[config.mk]
export PLATFORM = sky130hd
export DESIGN_NAME = rf_write_arbiter_flat
export DESIGN_NICKNAME = d
export VERILOG_FILES = /design/src/rtl/rf_arb_pkg.sv /design/src/rtl/rf_write_arbiter_if.sv /design/src/rtl/rf_rr_arb2.sv /design/src/rtl/rf_write_arbiter.sv /design/src/flat_wrapper.sv
export SDC_FILE = /design/constraint.sdc
export NUM_CORES = 1
export LEC_CHECK = 0
export ABC_AREA = 1
export CAP_MARGIN = 20
export CORE_ASPECT_RATIO = 1.75
export CORE_MARGIN = 4
export CORE_UTILIZATION = 39
export CTS_CLUSTER_DIAMETER = 40
export CTS_CLUSTER_SIZE = 10
export DETAILED_ROUTE_END_ITERATION = 8
export PLACE_DENSITY_LB_ADDON = 0.3
export SKIP_LAST_GASP = 1
export SYNTH_ARGS = -nofsm -noshare
export SYNTH_HDL_FRONTEND = slang
export SYNTH_SLANG_ARGS = --single-unit
[constraint.sdc]
create_clock -name clk -period 3.2 [get_ports clk]
set_input_delay 0.64 -clock clk [delete_from_list [all_inputs] [get_ports clk]]
set_output_delay 0.64 -clock clk [all_outputs]
set_load 0.005 [all_outputs]
[src/rtl/rf_arb_pkg.sv]
// Shared types and constants for the register-file write-port arbiter.
package rf_arb_pkg;
    typedef enum logic [1:0] {
        REQ_NONE,
        REQ_WB,
        REQ_MDU,
        REQ_DBG
    } req_e;

    localparam int REG_AW           = 5;
    localparam int REG_DW           = 32;
    localparam int STARVE_LIMIT_DEF = 4;
endpackage

[src/rtl/rf_write_arbiter_if.sv]
// Write-request and register-file write-port bundle between requesters and the arbiter.
interface rf_write_arbiter_if;
    import rf_arb_pkg::*;

    logic              wb_we;
    logic [REG_AW-1:0] wb_wa;
    logic [REG_DW-1:0] wb_wd;
    logic              mdu_valid;
    logic [REG_AW-1:0] mdu_wa;
    logic [REG_DW-1:0] mdu_wd;
    logic              mdu_ready;
    logic              dbg_valid;
    logic [REG_AW-1:0] dbg_wa;
    logic [REG_DW-1:0] dbg_wd;
    logic              dbg_ready;
    logic              we3;
    logic [REG_AW-1:0] wa3;
    logic [REG_DW-1:0] wd3;
    logic              stall_req;

    modport slave (
        input  wb_we, wb_wa, wb_wd,
        input  mdu_valid, mdu_wa, mdu_wd,
        input  dbg_valid, dbg_wa, dbg_wd,
        output mdu_ready, dbg_ready,
        output we3, wa3, wd3, stall_req
    );

    modport master (
        output wb_we, wb_wa, wb_wd,
        output mdu_valid, mdu_wa, mdu_wd,
        output dbg_valid, dbg_wa, dbg_wd,
        input  mdu_ready, dbg_ready,
        input  we3, wa3, wd3, stall_req
    );
endinterface

[src/rtl/rf_rr_arb2.sv]
// Two-way round-robin between the mdu and debug requesters.
module rf_rr_arb2 (
    input  logic clk,
    input  logic rst,
    input  logic en,
    input  logic req_mdu,
    input  logic req_dbg,
    output logic gnt_mdu,
    output logic gnt_dbg
);
    logic ptr_dbg;  // 0: mdu wins a tie, 1: dbg wins a tie

    always_comb begin
        gnt_mdu = 1'b0;
        gnt_dbg = 1'b0;
        if (en) begin
            if (req_mdu && (!req_dbg || !ptr_dbg))
                gnt_mdu = 1'b1;
            else if (req_dbg)
                gnt_dbg = 1'b1;
        end
    end

    // A grant is only issued to a valid requester, so every grant is a transfer.
    always_ff @(posedge clk) begin
        if (rst)
            ptr_dbg <= 1'b0;
        else if (gnt_mdu)
            ptr_dbg <= 1'b1;
        else if (gnt_dbg)
            ptr_dbg <= 1'b0;
    end
endmodule

[src/rtl/rf_write_arbiter.sv]
// Register-file write-port arbiter: WB has absolute priority, mdu/dbg share the
// remaining slots round-robin, with a starvation counter that requests a WB bubble.
module rf_write_arbiter
    import rf_arb_pkg::*;
#(
    parameter int STARVE_LIMIT = STARVE_LIMIT_DEF
) (
    input  logic clk,
    input  logic rst,
    rf_write_arbiter_if.slave bus
);
    localparam int            CW    = $clog2(STARVE_LIMIT + 1);
    localparam logic [CW-1:0] LIMIT = CW'(STARVE_LIMIT);

    logic              gnt_mdu, gnt_dbg;
    req_e              src;
    logic [REG_AW-1:0] sel_wa;
    logic [REG_DW-1:0] sel_wd;
    logic [CW-1:0]     cnt, cnt_nxt;

    rf_rr_arb2 u_rr (
        .clk     (clk),
        .rst     (rst),
        .en      (!rst && !bus.wb_we),
        .req_mdu (bus.mdu_valid),
        .req_dbg (bus.dbg_valid),
        .gnt_mdu (gnt_mdu),
        .gnt_dbg (gnt_dbg)
    );

    assign bus.mdu_ready = gnt_mdu;
    assign bus.dbg_ready = gnt_dbg;

    always_comb begin
        src = REQ_NONE;
        if (!rst && bus.wb_we) src = REQ_WB;
        else if (gnt_mdu)      src = REQ_MDU;
        else if (gnt_dbg)      src = REQ_DBG;
    end

    always_comb begin
        sel_wa = bus.wb_wa;
        sel_wd = bus.wb_wd;
        case (src)
            REQ_MDU: begin sel_wa = bus.mdu_wa; sel_wd = bus.mdu_wd; end
            REQ_DBG: begin sel_wa = bus.dbg_wa; sel_wd = bus.dbg_wd; end
            default: ;
        endcase
    end

    // Counts consecutive cycles where a low-priority request is pending but unserved.
    always_comb begin
        cnt_nxt = cnt;
        if (gnt_mdu || gnt_dbg || !(bus.mdu_valid || bus.dbg_valid))
            cnt_nxt = '0;
        else if (cnt != LIMIT)
            cnt_nxt = cnt + CW'(1);
    end

    always_ff @(posedge clk) begin
        if (rst) begin
            bus.we3       <= 1'b0;
            bus.wa3       <= '0;
            bus.wd3       <= '0;
            bus.stall_req <= 1'b0;
            cnt           <= '0;
        end else begin
            cnt           <= cnt_nxt;
            bus.stall_req <= (cnt_nxt == LIMIT);
            if (src != REQ_NONE) begin
                bus.we3 <= (sel_wa != '0);  // r0 writes complete the handshake but are dropped
                bus.wa3 <= sel_wa;
                bus.wd3 <= sel_wd;
            end else begin
                bus.we3 <= 1'b0;
            end
        end
    end
endmodule

[src/flat_wrapper.sv]
// flat-port wrapper written by rule: the top's interface ports become plain ports
module rf_write_arbiter_flat import rf_arb_pkg::*;
#(
    parameter int STARVE_LIMIT = STARVE_LIMIT_DEF
)
  (clk, rst, bus_wb_we, bus_wb_wa, bus_wb_wd, bus_mdu_valid, bus_mdu_wa, bus_mdu_wd, bus_dbg_valid, bus_dbg_wa, bus_dbg_wd, bus_mdu_ready, bus_dbg_ready, bus_we3, bus_wa3, bus_wd3, bus_stall_req);
  rf_write_arbiter_if bus_i ();
  input  logic clk;
  input  logic rst;
  input wire logic [$bits(bus_i.wb_we)-1:0] bus_wb_we;
  input wire logic [$bits(bus_i.wb_wa)-1:0] bus_wb_wa;
  input wire logic [$bits(bus_i.wb_wd)-1:0] bus_wb_wd;
  input wire logic [$bits(bus_i.mdu_valid)-1:0] bus_mdu_valid;
  input wire logic [$bits(bus_i.mdu_wa)-1:0] bus_mdu_wa;
  input wire logic [$bits(bus_i.mdu_wd)-1:0] bus_mdu_wd;
  input wire logic [$bits(bus_i.dbg_valid)-1:0] bus_dbg_valid;
  input wire logic [$bits(bus_i.dbg_wa)-1:0] bus_dbg_wa;
  input wire logic [$bits(bus_i.dbg_wd)-1:0] bus_dbg_wd;
  output wire logic [$bits(bus_i.mdu_ready)-1:0] bus_mdu_ready;
  output wire logic [$bits(bus_i.dbg_ready)-1:0] bus_dbg_ready;
  output wire logic [$bits(bus_i.we3)-1:0] bus_we3;
  output wire logic [$bits(bus_i.wa3)-1:0] bus_wa3;
  output wire logic [$bits(bus_i.wd3)-1:0] bus_wd3;
  output wire logic [$bits(bus_i.stall_req)-1:0] bus_stall_req;
  assign bus_i.wb_we = bus_wb_we;
  assign bus_i.wb_wa = bus_wb_wa;
  assign bus_i.wb_wd = bus_wb_wd;
  assign bus_i.mdu_valid = bus_mdu_valid;
  assign bus_i.mdu_wa = bus_mdu_wa;
  assign bus_i.mdu_wd = bus_mdu_wd;
  assign bus_i.dbg_valid = bus_dbg_valid;
  assign bus_i.dbg_wa = bus_dbg_wa;
  assign bus_i.dbg_wd = bus_dbg_wd;
  assign bus_mdu_ready = bus_i.mdu_ready;
  assign bus_dbg_ready = bus_i.dbg_ready;
  assign bus_we3 = bus_i.we3;
  assign bus_wa3 = bus_i.wa3;
  assign bus_wd3 = bus_i.wd3;
  assign bus_stall_req = bus_i.stall_req;
  rf_write_arbiter #(.STARVE_LIMIT(STARVE_LIMIT)) u_core (.clk(clk), .rst(rst), .bus(bus_i));
endmodule
# After elaboration in Yosys (flattened, before gate mapping)
# Cells that the tools add are included.
dict set report word_totals {
  n_memories 0
  wordCells 42
  latchBits 0
  ff_bits 43
  rom_bits 0
  mem_bits_rw 0
}
dict set report classes {
  n_lt_le_gt_ge 0
  eq_ne 4
  mux 14
  n_addsub 1
  bitwise_logic 1
  div 0
  mul 0
  shifts 0
  reduce_logical 16
}
# operator n
set ops {}
lappend ops {{$pmux 32 s2} 1}
lappend ops {{$pmux 5 s2} 1}
lappend ops {{$mux 1} 7}
lappend ops {{$mux 2} 3}
lappend ops {{$mux 3} 2}
lappend ops {{$logic_not 1->1} 5}
lappend ops {{$reduce_bool 5->1} 1}
lappend ops {{$eq 2x2->1 const B} 2}
lappend ops {{$logic_or 1x1->1} 4}
lappend ops {{$reduce_bool 2->1} 2}
lappend ops {{$add 3x1->3 const B} 1}
lappend ops {{$eq 3x3->1 const B} 1}
lappend ops {{$logic_and 1x1->1} 3}
lappend ops {{$ne 3x3->1 const B} 1}
lappend ops {{$reduce_or 2->1} 1}
lappend ops {{$not 1->1} 1}

# Depth between registers and ports, before layout
# Gate-level depths: netlist of run 1.
dict set report depth {
  depth_word 11
  depth_mapped 10
  ltp_nobuf 9
}

# Cells and area by module
# Synthesis of run 1 repeated with hierarchy kept, for this count alone.
dict set report unflattened {
  cells_unflattened 312
  hier_area_um2 2247.2
}
# mod cells_each area_per_inst_um2 instances
set by_module_without_submodules {}
lappend by_module_without_submodules {rf_write_arbiter 297 2170.8 1}
lappend by_module_without_submodules {rf_rr_arb2 15 76.3 1}

# Worst setup path before layout of run 1
# OpenSTA, ideal clock, no wires.
dict set report synth_timing {
  path_kind {input to output}
  from {in bus_dbg_valid}
  to {out bus_mdu_ready}
  t_arrival_ns 1.280
  path_stages 5
  path_slack_ns 1.280
  cell_sequence {buf_4 -> nand2_4 -> nand3_4 -> inv_2 -> buf_2}
}
dict set report synth_between {
  elab_chain_cells 5
}
# item line
set synth_lines {}
lappend synth_lines {{start: declaration} flat_wrapper.sv:16} ;# input wire logic [$bits(bus_i.dbg_valid)-1:0] bus_dbg_valid;
lappend synth_lines {{$logic_not 1->1} rf_rr_arb2.sv:17} ;# if (req_mdu && (!req_dbg || !ptr_dbg))
lappend synth_lines {{$logic_or 1x1->1} rf_rr_arb2.sv:17}
lappend synth_lines {{$logic_and 1x1->1} rf_rr_arb2.sv:17}
lappend synth_lines {{$mux 1} rf_rr_arb2.sv:17}
lappend synth_lines {{$mux 1} rf_rr_arb2.sv:16} ;# if (en) begin
lappend synth_lines {{end: declaration} flat_wrapper.sv:19} ;# output wire logic [$bits(bus_i.mdu_ready)-1:0] bus_mdu_ready;
# Every way passes these cells.

# Final worst setup path of run 1
dict set report layout_timing {
  from {in bus_dbg_valid}
  to {out bus_dbg_ready}
}
dict set report layout_between {
  elab_chain_cells 5
}
# item line
set layout_lines {}
lappend layout_lines {{$logic_not 1->1} rf_rr_arb2.sv:17}
lappend layout_lines {{$logic_or 1x1->1} rf_rr_arb2.sv:17}
lappend layout_lines {{$logic_and 1x1->1} rf_rr_arb2.sv:17}
lappend layout_lines {{$mux 1 (*)} rf_rr_arb2.sv:17}
lappend layout_lines {{$mux 1 (*)} rf_rr_arb2.sv:16}
lappend layout_lines {{end: declaration} flat_wrapper.sv:20} ;# output wire logic [$bits(bus_i.dbg_ready)-1:0] bus_dbg_ready;
# Every way passes the cells marked *; elsewhere a longest branch is shown, timed or not.

==> reports/metrics.csv, run 1 <==
metric;value;unit
highest ir drop seen on vdd;0.287;mV
synthesis-to-finish area growth;69.6;%
worst r2r dst;u_core.bus.we3$_SDFF_PP0_;
detailed placer's ending HPWL;6.49;mm
clock latency reported for the late side of the worst-skew pair;0.28;ns
slew of the pin with the lowest slew margin;0.479;ns
IO Pins;157;
number of warnings reported in the yosys synthesis log;0;
MaxCap Viol Count;0;
standby leakage power;1.82;nW
number of antenna-violating nets in the routed design;0;
starting density of the core;40.7;%
Arr. time, crit path;2.21;ns
overall global routing resource usage;21.9;%
clock-pin transition on the worst setup and hold timing paths;0.07;ns
Avg Cell Area, Syn;6.11;µm²
post-cts repair resize count;0;
Slowest cell on crit path;sky130_fd_sc_hd__clkdlybuf4s50_1;
share of Yosys cell area claimed by the top area cell type;35.7;%
cell with the most instances on the worst path;sky130_fd_sc_hd__clkdlybuf4s50_1;
most frequently used cell type in the post-synthesis netlist;sky130_fd_sc_hd__nor2_1;
Worst Hold Depth;2;
cells along the critical path;clkdlybuf4s50_1 -> nand2_4 -> a21oi_4 -> clkdlybuf4s50_1;
vias after detailed routing;2933;
gate count of the mapped netlist;395;
post-route insts no fill;622;
sequential-to-total area share from yosys stat;35.7;%
final worst clock skew;0.00580;ns
Buffers on Ports;156;
internal power summed over all cells;1.07;mW
FF+latch count, synth;43;
Die Wd;67.5;µm
cts-stage hold buffer count;0;
Sinks on Clock Net;43;
vias in the first global route;2916;
Synth Cell Area;0.00241;mm²
Setup Fix Bufs, Post-CTS;0;
final setup vio count;0;
maximum number of pins on one net before global-route repair;41;
share of power burned in the clock network;27.8;%
DRC violations left;0;
number of antenna repair diodes;0;
post-synth net total;513;
fraction of power spent switching nets;25.9;%
element type at the critical path start;input pin;
fraction of layout cells with a size suffix above 1;4.23;%
Max stage delay on crit path;0.71;ns
average routed wire per standard cell;13.3;µm
master cell of the clock root buffer;sky130_fd_sc_hd__clkbuf_8;
number of distinct library cell variants in the gate-level netlist after synthesis;24;
H-tree lvl count;2;
number of antenna violations at the first check in global routing;0;
class of the tightest hold or removal check;flip-flop to flip-flop;
Final Core Density;69.0;%
Critical Path Source;bus_dbg_valid;
Seq. cell area;861;µm²
share of power burned in combinational logic;30.3;%
post-DR vias/cell;4.72;
Die Ht;112;µm
critical path endpoint category;primary output;
Period minus WS final;2.85;ns
number of iterations in the first detailed-routing pass;4;
placed instance count;615;
number of fill cells;588;
sw power;0.375;mW
CP required;2.56;ns
cell types with the highest counts after synthesis;sky130_fd_sc_hd__nor2_1, sky130_fd_sc_hd__nand2_1, sky130_fd_sc_hd__dfxtp_1;
outcome;finished, final reports clean;
worst reg2reg setup slack;1.55;ns
Critical Path Fanout Max;8;
area of the die;0.00756;mm²
GRT overflow;0;
startpoint of the worst hold path;u_core.bus.wd3[4]$_SDFFE_PP0N_;
power share of the sequential group;41.9;%
reg-to-reg startpoint;u_core.u_rr.ptr_dbg$_SDFFE_PP0P_;
dpl cell area;0.00399;mm²
Starting DRT DRC Count;144;
weighted congestion reported at the end of routability-driven placement;0.812;
post-route cell area;0.00409;mm²
number of synthesized flops with an enable pin;0;
ys async rst share;0;%
max-slew violations;0;
final total negative setup slack;0;ns
aggregate routed wire length;8.27;mm
Core Box Area;0.00593;mm²
critical path start-end classification;input pin to primary output;
post-layout net count;662;
first-pass GRT wire length;12.8;mm
multi-input logic area;0.00137;mm²
hold worst-path end;u_core.bus.wd3[4]$_SDFFE_PP0N_;
Max Clock Freq;351;MHz
final hold slack;0.484;ns
Worst R2R Path Depth;9;
headroom to the max-slew limit;68.0;%
cts bufs inserted;5;
RSZ-0062 raised after global routing;no;
power per cell area;354;mW/mm²
top post-synthesis cells by area;sky130_fd_sc_hd__dfxtp_1, sky130_fd_sc_hd__nor2_1, sky130_fd_sc_hd__nand2_1;
Hold Fails Final Rpt;0;
cell taking the most area after synthesis;sky130_fd_sc_hd__dfxtp_1;
maximum root-to-sink buffer count;2;
ys flop type;sky130_fd_sc_hd__dfxtp_1;
TritonCTS clock tree;built;
share of the clock period used by the worst path after layout;89.1;%
floorplan row count;37;
stage by stage:
step / total power [mW] / setup WS (ns)
final: 1.45 / 0.349
after global routing: 1.52 / 0.301
after CTS: 1.46 / 0.330
after detailed placement: 1.06 / 0.343
after global placement: 1.05 / 0.393
after floorplan: 0.790 / 1.28
sequential cells by signal, indices dropped and copies added (netlist names):
register              cells
u_core.bus.wd3           32
u_core.bus.wa3            5
u_core.cnt                3
u_core.bus.stall_req      1
u_core.bus.we3            1
u_core.u_rr.ptr_dbg       1
critical path, delay by kind of cell:
kind,cells,cell delay (ns)
buf+inv,2,1.24
compound gates,1,0.20
simple gates,1,0.14
worst max path at each step:
stage	to	slack, ns	depth (start not counted)
global route	bus_dbg_ready	0.30	4
finish	bus_dbg_ready	0.35	4
CTS	bus_dbg_ready	0.33	4
floorplan	bus_mdu_ready	1.28	5
detailed placement	bus_dbg_ready	0.34	4
global placement	bus_dbg_ready	0.39	4
logic make-up (layout without fill, tap and decap cells):
logic type | after synthesis | after routing | synth area share [%]
AND/OR/NAND/NOR | 270 | 270 | 44.9
AO/OA/AOI/OAI | 45 | 45 | 9.96
flip-flops | 43 | 43 | 35.7
buffers and inverters | 33 | 182 | 7.68
adder cells (fa/ha/maj) | 2 | 2 | 1.04
XOR/XNOR | 2 | 2 | 0.726
power groups by stage:
| stage | clock network, mW | registers (mW) | logic, mW |
|---|---|---|---|
| after floorplan | 0 | 0.623 | 0.167 |
| final | 0.403 | 0.607 | 0.438 |
| after CTS | 0.411 | 0.608 | 0.442 |
| after detailed placement | 0 | 0.620 | 0.441 |
| after global placement | 0 | 0.618 | 0.432 |
| after global routing | 0.429 | 0.612 | 0.484 |
metal layers:
layer / up-vias / routed length (µm) / GRT usage, %
met5: - / 0 / 0
met4: 0 / 204 / 7.86
met3: 14 / 579 / 5.11
met2: 109 / 4660 / 44.1
met1: 1295 / 2830 / 19.7
li1: 1515 / - / -
cell usage in the layout (no fill, tap or decap):
cell type | synthesis | layout
sky130_fd_sc_hd__buf_4 | 5 | 8
sky130_fd_sc_hd__inv_2 | 2 | 2
sky130_fd_sc_hd__o21ai_1 | 33 | 33
sky130_fd_sc_hd__nand3_1 | 2 | 2
sky130_fd_sc_hd__ha_1 | 2 | 2
sky130_fd_sc_hd__a21oi_4 | 1 | 1
sky130_fd_sc_hd__clkdlybuf4s50_1 | 0 | 156
sky130_fd_sc_hd__nand3_4 | 1 | 1
sky130_fd_sc_hd__o21ai_0 | 4 | 4
sky130_fd_sc_hd__dfxtp_1 | 43 | 43
sky130_fd_sc_hd__nand2_2 | 1 | 1
sky130_fd_sc_hd__nor2_8 | 1 | 1
sky130_fd_sc_hd__inv_1 | 9 | 9
sky130_fd_sc_hd__a21oi_1 | 6 | 6
sky130_fd_sc_hd__nand2_1 | 111 | 111
sky130_fd_sc_hd__a21oi_2 | 1 | 1
sky130_fd_sc_hd__xnor2_1 | 1 | 1
sky130_fd_sc_hd__xor2_1 | 1 | 1
sky130_fd_sc_hd__nor2_1 | 144 | 144
sky130_fd_sc_hd__nand4_1 | 7 | 7
sky130_fd_sc_hd__bufinv_16 | 0 | 1
sky130_fd_sc_hd__clkbuf_8 | 0 | 5
sky130_fd_sc_hd__nand2_4 | 2 | 2
sky130_fd_sc_hd__and3_1 | 1 | 1
sky130_fd_sc_hd__clkbuf_1 | 3 | 1
cell type report:
class	instances	area share, %
well taps	78	2.39
inverters	11	1.01
flip-flops and latches	43	21.0
multi-input cells	319	33.4
clock inverters	1	0.734
clock buffers	6	1.77
repair buffers	164	39.6
Note: power is estimated with default switching activity, not from simulation.
==> run 2: changes to the inputs <==
--- a/config.mk
+++ b/config.mk
@@ -9,12 +9,14 @@
 export CAP_MARGIN = 20
 export CORE_ASPECT_RATIO = 1.75
 export CORE_MARGIN = 4
-export CORE_UTILIZATION = 39
+export CORE_UTILIZATION = 50
 export CTS_CLUSTER_DIAMETER = 40
 export CTS_CLUSTER_SIZE = 10
 export DETAILED_ROUTE_END_ITERATION = 8
+export DONT_BUFFER_PORTS = 1
 export PLACE_DENSITY_LB_ADDON = 0.3
 export SKIP_LAST_GASP = 1
 export SYNTH_ARGS = -nofsm -noshare
 export SYNTH_HDL_FRONTEND = slang
 export SYNTH_SLANG_ARGS = --single-unit
+export TNS_END_PERCENT = 10
==> reports/metrics.csv, run 2 (synthesized netlist as in run 1, its figures left out) <==
metric;value;unit
post-cts repair resize count;0;
Worst Hold Depth;1;
final total negative setup slack;0;ns
MaxCap Viol Count;0;
fraction of layout cells with a size suffix above 1;5.45;%
Core Box Area;0.00467;mm²
first-pass GRT wire length;9.36;mm
clock-pin transition on the worst setup and hold timing paths;0.08;ns
outcome;finished, final reports clean;
Die Ht;99.9;µm
element type at the critical path start;input pin;
RSZ-0062 raised after global routing;no;
Period minus WS final;2.03;ns
worst r2r dst;u_core.bus.wd3[15]$_SDFFE_PP0N_;
Arr. time, crit path;1.39;ns
critical path start-end classification;input pin to primary output;
highest ir drop seen on vdd;0.344;mV
Hold Fails Final Rpt;0;
cts bufs inserted;5;
area of the die;0.00604;mm²
vias after detailed routing;2253;
starting density of the core;51.7;%
vias in the first global route;2138;
CP required;2.56;ns
Max Clock Freq;493;MHz
Buffers on Ports;0;
reg-to-reg startpoint;u_core.u_rr.ptr_dbg$_SDFFE_PP0P_;
floorplan row count;33;
commonest non-fill, non-tap cells in the layout;sky130_fd_sc_hd__nor2_1, sky130_fd_sc_hd__nand2_1, sky130_fd_sc_hd__dfxtp_1;
clock latency reported for the late side of the worst-skew pair;0.28;ns
Regs by FF count;u_core.bus.wd3 (32), u_core.bus.wa3 (5), u_core.cnt (3);
slew of the pin with the lowest slew margin;0.648;ns
Worst R2R Path Depth;7;
Final WS setup;1.17;ns
DRC violations left;0;
class of the tightest hold or removal check;input pin to flip-flop;
most common cell after layout, fill and taps aside;sky130_fd_sc_hd__nor2_1;
power per cell area;494;mW/mm²
share of the clock period used by the worst path after layout;63.4;%
Die Wd;60.5;µm
max reg flops;32;
cts-stage hold buffer count;0;
standby leakage power;1.21;nW
Starting DRT DRC Count;57;
weighted congestion reported at the end of routability-driven placement;0.783;
post-DR vias/cell;5.16;
critical path endpoint category;primary output;
number of antenna violations at the first check in global routing;0;
aggregate routed wire length;5.93;mm
hold worst-path end;u_core.cnt[0]$_SDFF_PP0_;
dpl cell area;0.00236;mm²
overall global routing resource usage;20.0;%
startpoint of the worst hold path;rst;
H-tree lvl count;2;
maximum number of pins on one net before global-route repair;43;
Setup Fix Bufs, Post-CTS;0;
final worst clock skew;0.00468;ns
post-route insts no fill;437;
synthesis-to-finish area growth;2.85;%
headroom to the max-slew limit;56.8;%
GRT overflow;0;
number of iterations in the first detailed-routing pass;4;
post-placement setup slack;1.16;ns
post-route total power;1.23;mW
final setup vio count;0;
placed instance count;429;
post-layout net count;502;
TritonCTS clock tree;built;
Critical Path Fanout Max;36;
IO Pins;157;
max-slew violations;0;
maximum root-to-sink buffer count;2;
Sinks on Clock Net;43;
master cell of the clock root buffer;sky130_fd_sc_hd__clkbuf_8;
number of antenna repair diodes;0;
Top reg by flops;u_core.bus.wd3;
detailed placer's ending HPWL;4.60;mm
number of antenna-violating nets in the routed design;0;
worst reg2reg setup slack;1.57;ns
average routed wire per standard cell;13.6;µm
post-route cell area;0.00248;mm²
[run 2: cell types whose count changed in the layout (fill, tap and decap cells not counted), sizes merged]
cell / change
buf: -4
clkinv: +1
clkdlybuf4s50: -156
[run 2: per-layer routing]
metal | vias up | GRT usage (%) | share of wire, %
li1 | 1200 | - | -
met1 | 950 | 19.7 | 34
met2 | 93 | 37.0 | 53
met3 | 10 | 7.85 | 11
met4 | 0 | 5.84 | 1.5
met5 | - | 0 | 0
[run 2: where the power goes]
group	switching (mW)	internal, mW	leakage (nW)
logic	0.115	0.0656	0.794
clock network	0.170	0.252	0.0612
registers	0.0392	0.584	0.356
[run 2: layout make-up]
class                      instances  area (µm²)
clock buffer                       6        82.6
clock inverter                     2        35.0
fill                             510        2180
inverter                          11        41.3
multi-input combinational        319        1370
sequential                        43         861
tap                               52        65.1
timing repair buffer               4        30.0
[run 2: worst max-delay path, cell delays in order]
cell	delay, ns
sky130_fd_sc_hd__nor2_8	0.17
sky130_fd_sc_hd__nand3_4	0.11
sky130_fd_sc_hd__inv_2	0.47
[run 2: worst max-delay path by stage]
stage	from	endpoint	slack, ns	depth (start not counted)
finish	rst	bus_mdu_ready	1.17	3
global placement	rst	bus_mdu_ready	1.19	3
CTS	rst	bus_mdu_ready	1.16	3
detailed placement	rst	u_core.bus.wa3[0]$_SDFFE_PP0N_	1.16	6
floorplan	bus_dbg_valid	bus_mdu_ready	1.28	5
global route	rst	bus_mdu_ready	1.08	3
[run 2: stage by stage]
step                util (%)  hold slack, ns
global placement        50.7           0.496
finish                  53.2           0.419
floorplan                  -           0.477
detailed placement      50.7           0.503
CTS                     53.2           0.410
global route            53.2           0.404
==> run 3: changes to the inputs <==
==> constraint.sdc (replaced) <==
create_clock -name clk -period 1.9 [get_ports clk]
set_input_delay 0.38 -clock clk [delete_from_list [all_inputs] [get_ports clk]]
set_output_delay 0.38 -clock clk [all_outputs]
set_load 0.005 [all_outputs]
==> reports/metrics.csv, run 3 (synthesized netlist as in run 1, its figures left out) <==
metric;value;unit
outcome;finished, final reports clean;
slew of the pin with the lowest slew margin;0.291;ns
sw power;0.544;mW
TritonCTS clock tree;built;
most common cell after layout, fill and taps aside;sky130_fd_sc_hd__nor2_1;
master cell of the clock root buffer;sky130_fd_sc_hd__clkbuf_8;
Final WS setup;0.308;ns
post-route total power;1.89;mW
Starting DRT DRC Count;86;
Core Box Area;0.00467;mm²
highest ir drop seen on vdd;0.502;mV
Worst R2R Path Depth;8;
post-route insts no fill;443;
Slowest cell on crit path;sky130_fd_sc_hd__dfxtp_1;
worst reg2reg setup slack;0.33;ns
final hold slack;0.158;ns
number of fill cells;494;
depth of the critical timing path with buffers and inverters included;3;
number of antenna violations at the first check in global routing;0;
cts-stage hold buffer count;0;
Period minus WS final;1.59;ns
vias after detailed routing;2308;
internal power summed over all cells;1.35;mW
Setup Fix Bufs, Post-CTS;0;
aggregate routed wire length;6.27;mm
number of iterations in the first detailed-routing pass;4;
post-DR vias/cell;5.21;
element type at the critical path start;flip-flop;
maximum number of pins on one net before global-route repair;25;
RSZ-0062 raised after global routing;no;
placed instance count;437;
dominant delay contributor by cell family on the critical path;flip-flops;
headroom to the max-slew limit;80.5;%
max reg flops;32;
Die Wd;60.5;µm
DRC violations left;0;
Critical Path Fanout Max;20;
max-slew violations;0;
fraction of layout cells with a size suffix above 1;6.65;%
MaxCap Viol Count;0;
final total negative setup slack;0;ns
Hold Fails Final Rpt;0;
starting density of the core;51.7;%
Max Clock Freq;628;MHz
critical path endpoint category;primary output;
maximum root-to-sink buffer count;2;
number of antenna-violating nets in the routed design;0;
Top reg by flops;u_core.bus.wd3;
dpl cell area;0.00242;mm²
reg-to-reg startpoint;u_core.u_rr.ptr_dbg$_SDFFE_PP0P_;
synthesis-to-finish area growth;3.47;%
commonest non-fill, non-tap cells in the layout;sky130_fd_sc_hd__nor2_1, sky130_fd_sc_hd__nand2_1, sky130_fd_sc_hd__dfxtp_1;
post-route cell area;0.00250;mm²
post-placement setup slack;0.261;ns
Buffers on Ports;0;
first-pass GRT wire length;9.72;mm
clock-pin transition on the worst setup and hold timing paths;0.07;ns
CP required;1.52;ns
post-layout net count;510;
IO Pins;157;
buffers plus inverters on the worst setup path;1;
cts bufs inserted;5;
startpoint of the worst hold path;rst;
vias in the first global route;2173;
share of power burned in the clock network;27.6;%
final worst clock skew;0.00398;ns
GRT overflow;0;
Max stage delay on crit path;0.39;ns
Final Core Density;53.5;%
post-cts repair resize count;0;
Critical Path Source;u_core.u_rr.ptr_dbg$_SDFFE_PP0P_;
area of the die;0.00604;mm²
final setup vio count;0;
standby leakage power;1.23;nW
H-tree lvl count;2;
Die Ht;99.9;µm
Sinks on Clock Net;43;
overall global routing resource usage;20.7;%
Seq. cell area;861;µm²
Worst Hold Depth;1;
multi-input logic area;0.00137;mm²
share of the clock period used by the worst path after layout;83.8;%
cells along the critical path;nand2_4 -> a21oi_4 -> buf_4;
Regs by FF count;u_core.bus.wd3 (32), u_core.bus.wa3 (5), u_core.cnt (3);
Arr. time, crit path;1.21;ns
fraction of power spent switching nets;28.7;%
power share of the sequential group;55.4;%
floorplan row count;33;
average routed wire per standard cell;14.1;µm
detailed placer's ending HPWL;5.03;mm
number of antenna repair diodes;0;
critical path start-end classification;flip-flop to primary output;
power per cell area;759;mW/mm²
clock latency reported for the late side of the worst-skew pair;0.28;ns
weighted congestion reported at the end of routability-driven placement;0.779;
class of the tightest hold or removal check;input pin to flip-flop;
share of power burned in combinational logic;17.0;%
[run 3: changes by cell type in the layout (fill, tap and decap cells not counted), sizes merged]
| cell | previous run | this run |
|---|---|---|
| bufinv | 1 | 0 |
| buf | 4 | 12 |
| clkinv | 1 | 0 |
[run 3: cell type report]
| class | count | area share [%] |
|---|---|---|
| Clock buffer | 6 | 2.91 |
| Inverter | 11 | 1.65 |
| Multi-Input combinational cell | 319 | 54.7 |
| Sequential cell | 43 | 34.5 |
| Tap cell | 52 | 2.61 |
| Timing Repair Buffer | 12 | 3.61 |
[run 3: path summary, 6_finish.rpt]
kind | end
worst max register to register | u_core.bus.wa3[0]$_SDFFE_PP0N_
worst min-delay path | u_core.cnt[0]$_SDFF_PP0_
worst min register to register | u_core.bus.wd3[11]$_SDFFE_PP0N_
worst max-delay path | bus_dbg_ready
[run 3: metal layers]
layer	GRT usage (%)	up-vias	part of all wire [%]
met5	0	-	0
met4	7.35	0	1.9
li1	-	1209	-
met1	22.0	993	35
met2	37.3	96	53
met3	5.92	10	9.9
[run 3: power by group through the flow]
stage          Combinational, mW  Sequential [mW]  Clock, mW
6_report                   0.322             1.05      0.523
5_1_grt                    0.378             1.06      0.580
4_1_cts                    0.327             1.05      0.545
3_5_place_dp               0.327             1.07          0
3_3_place_gp               0.319             1.07          0
2_1_floorplan              0.281             1.05          0
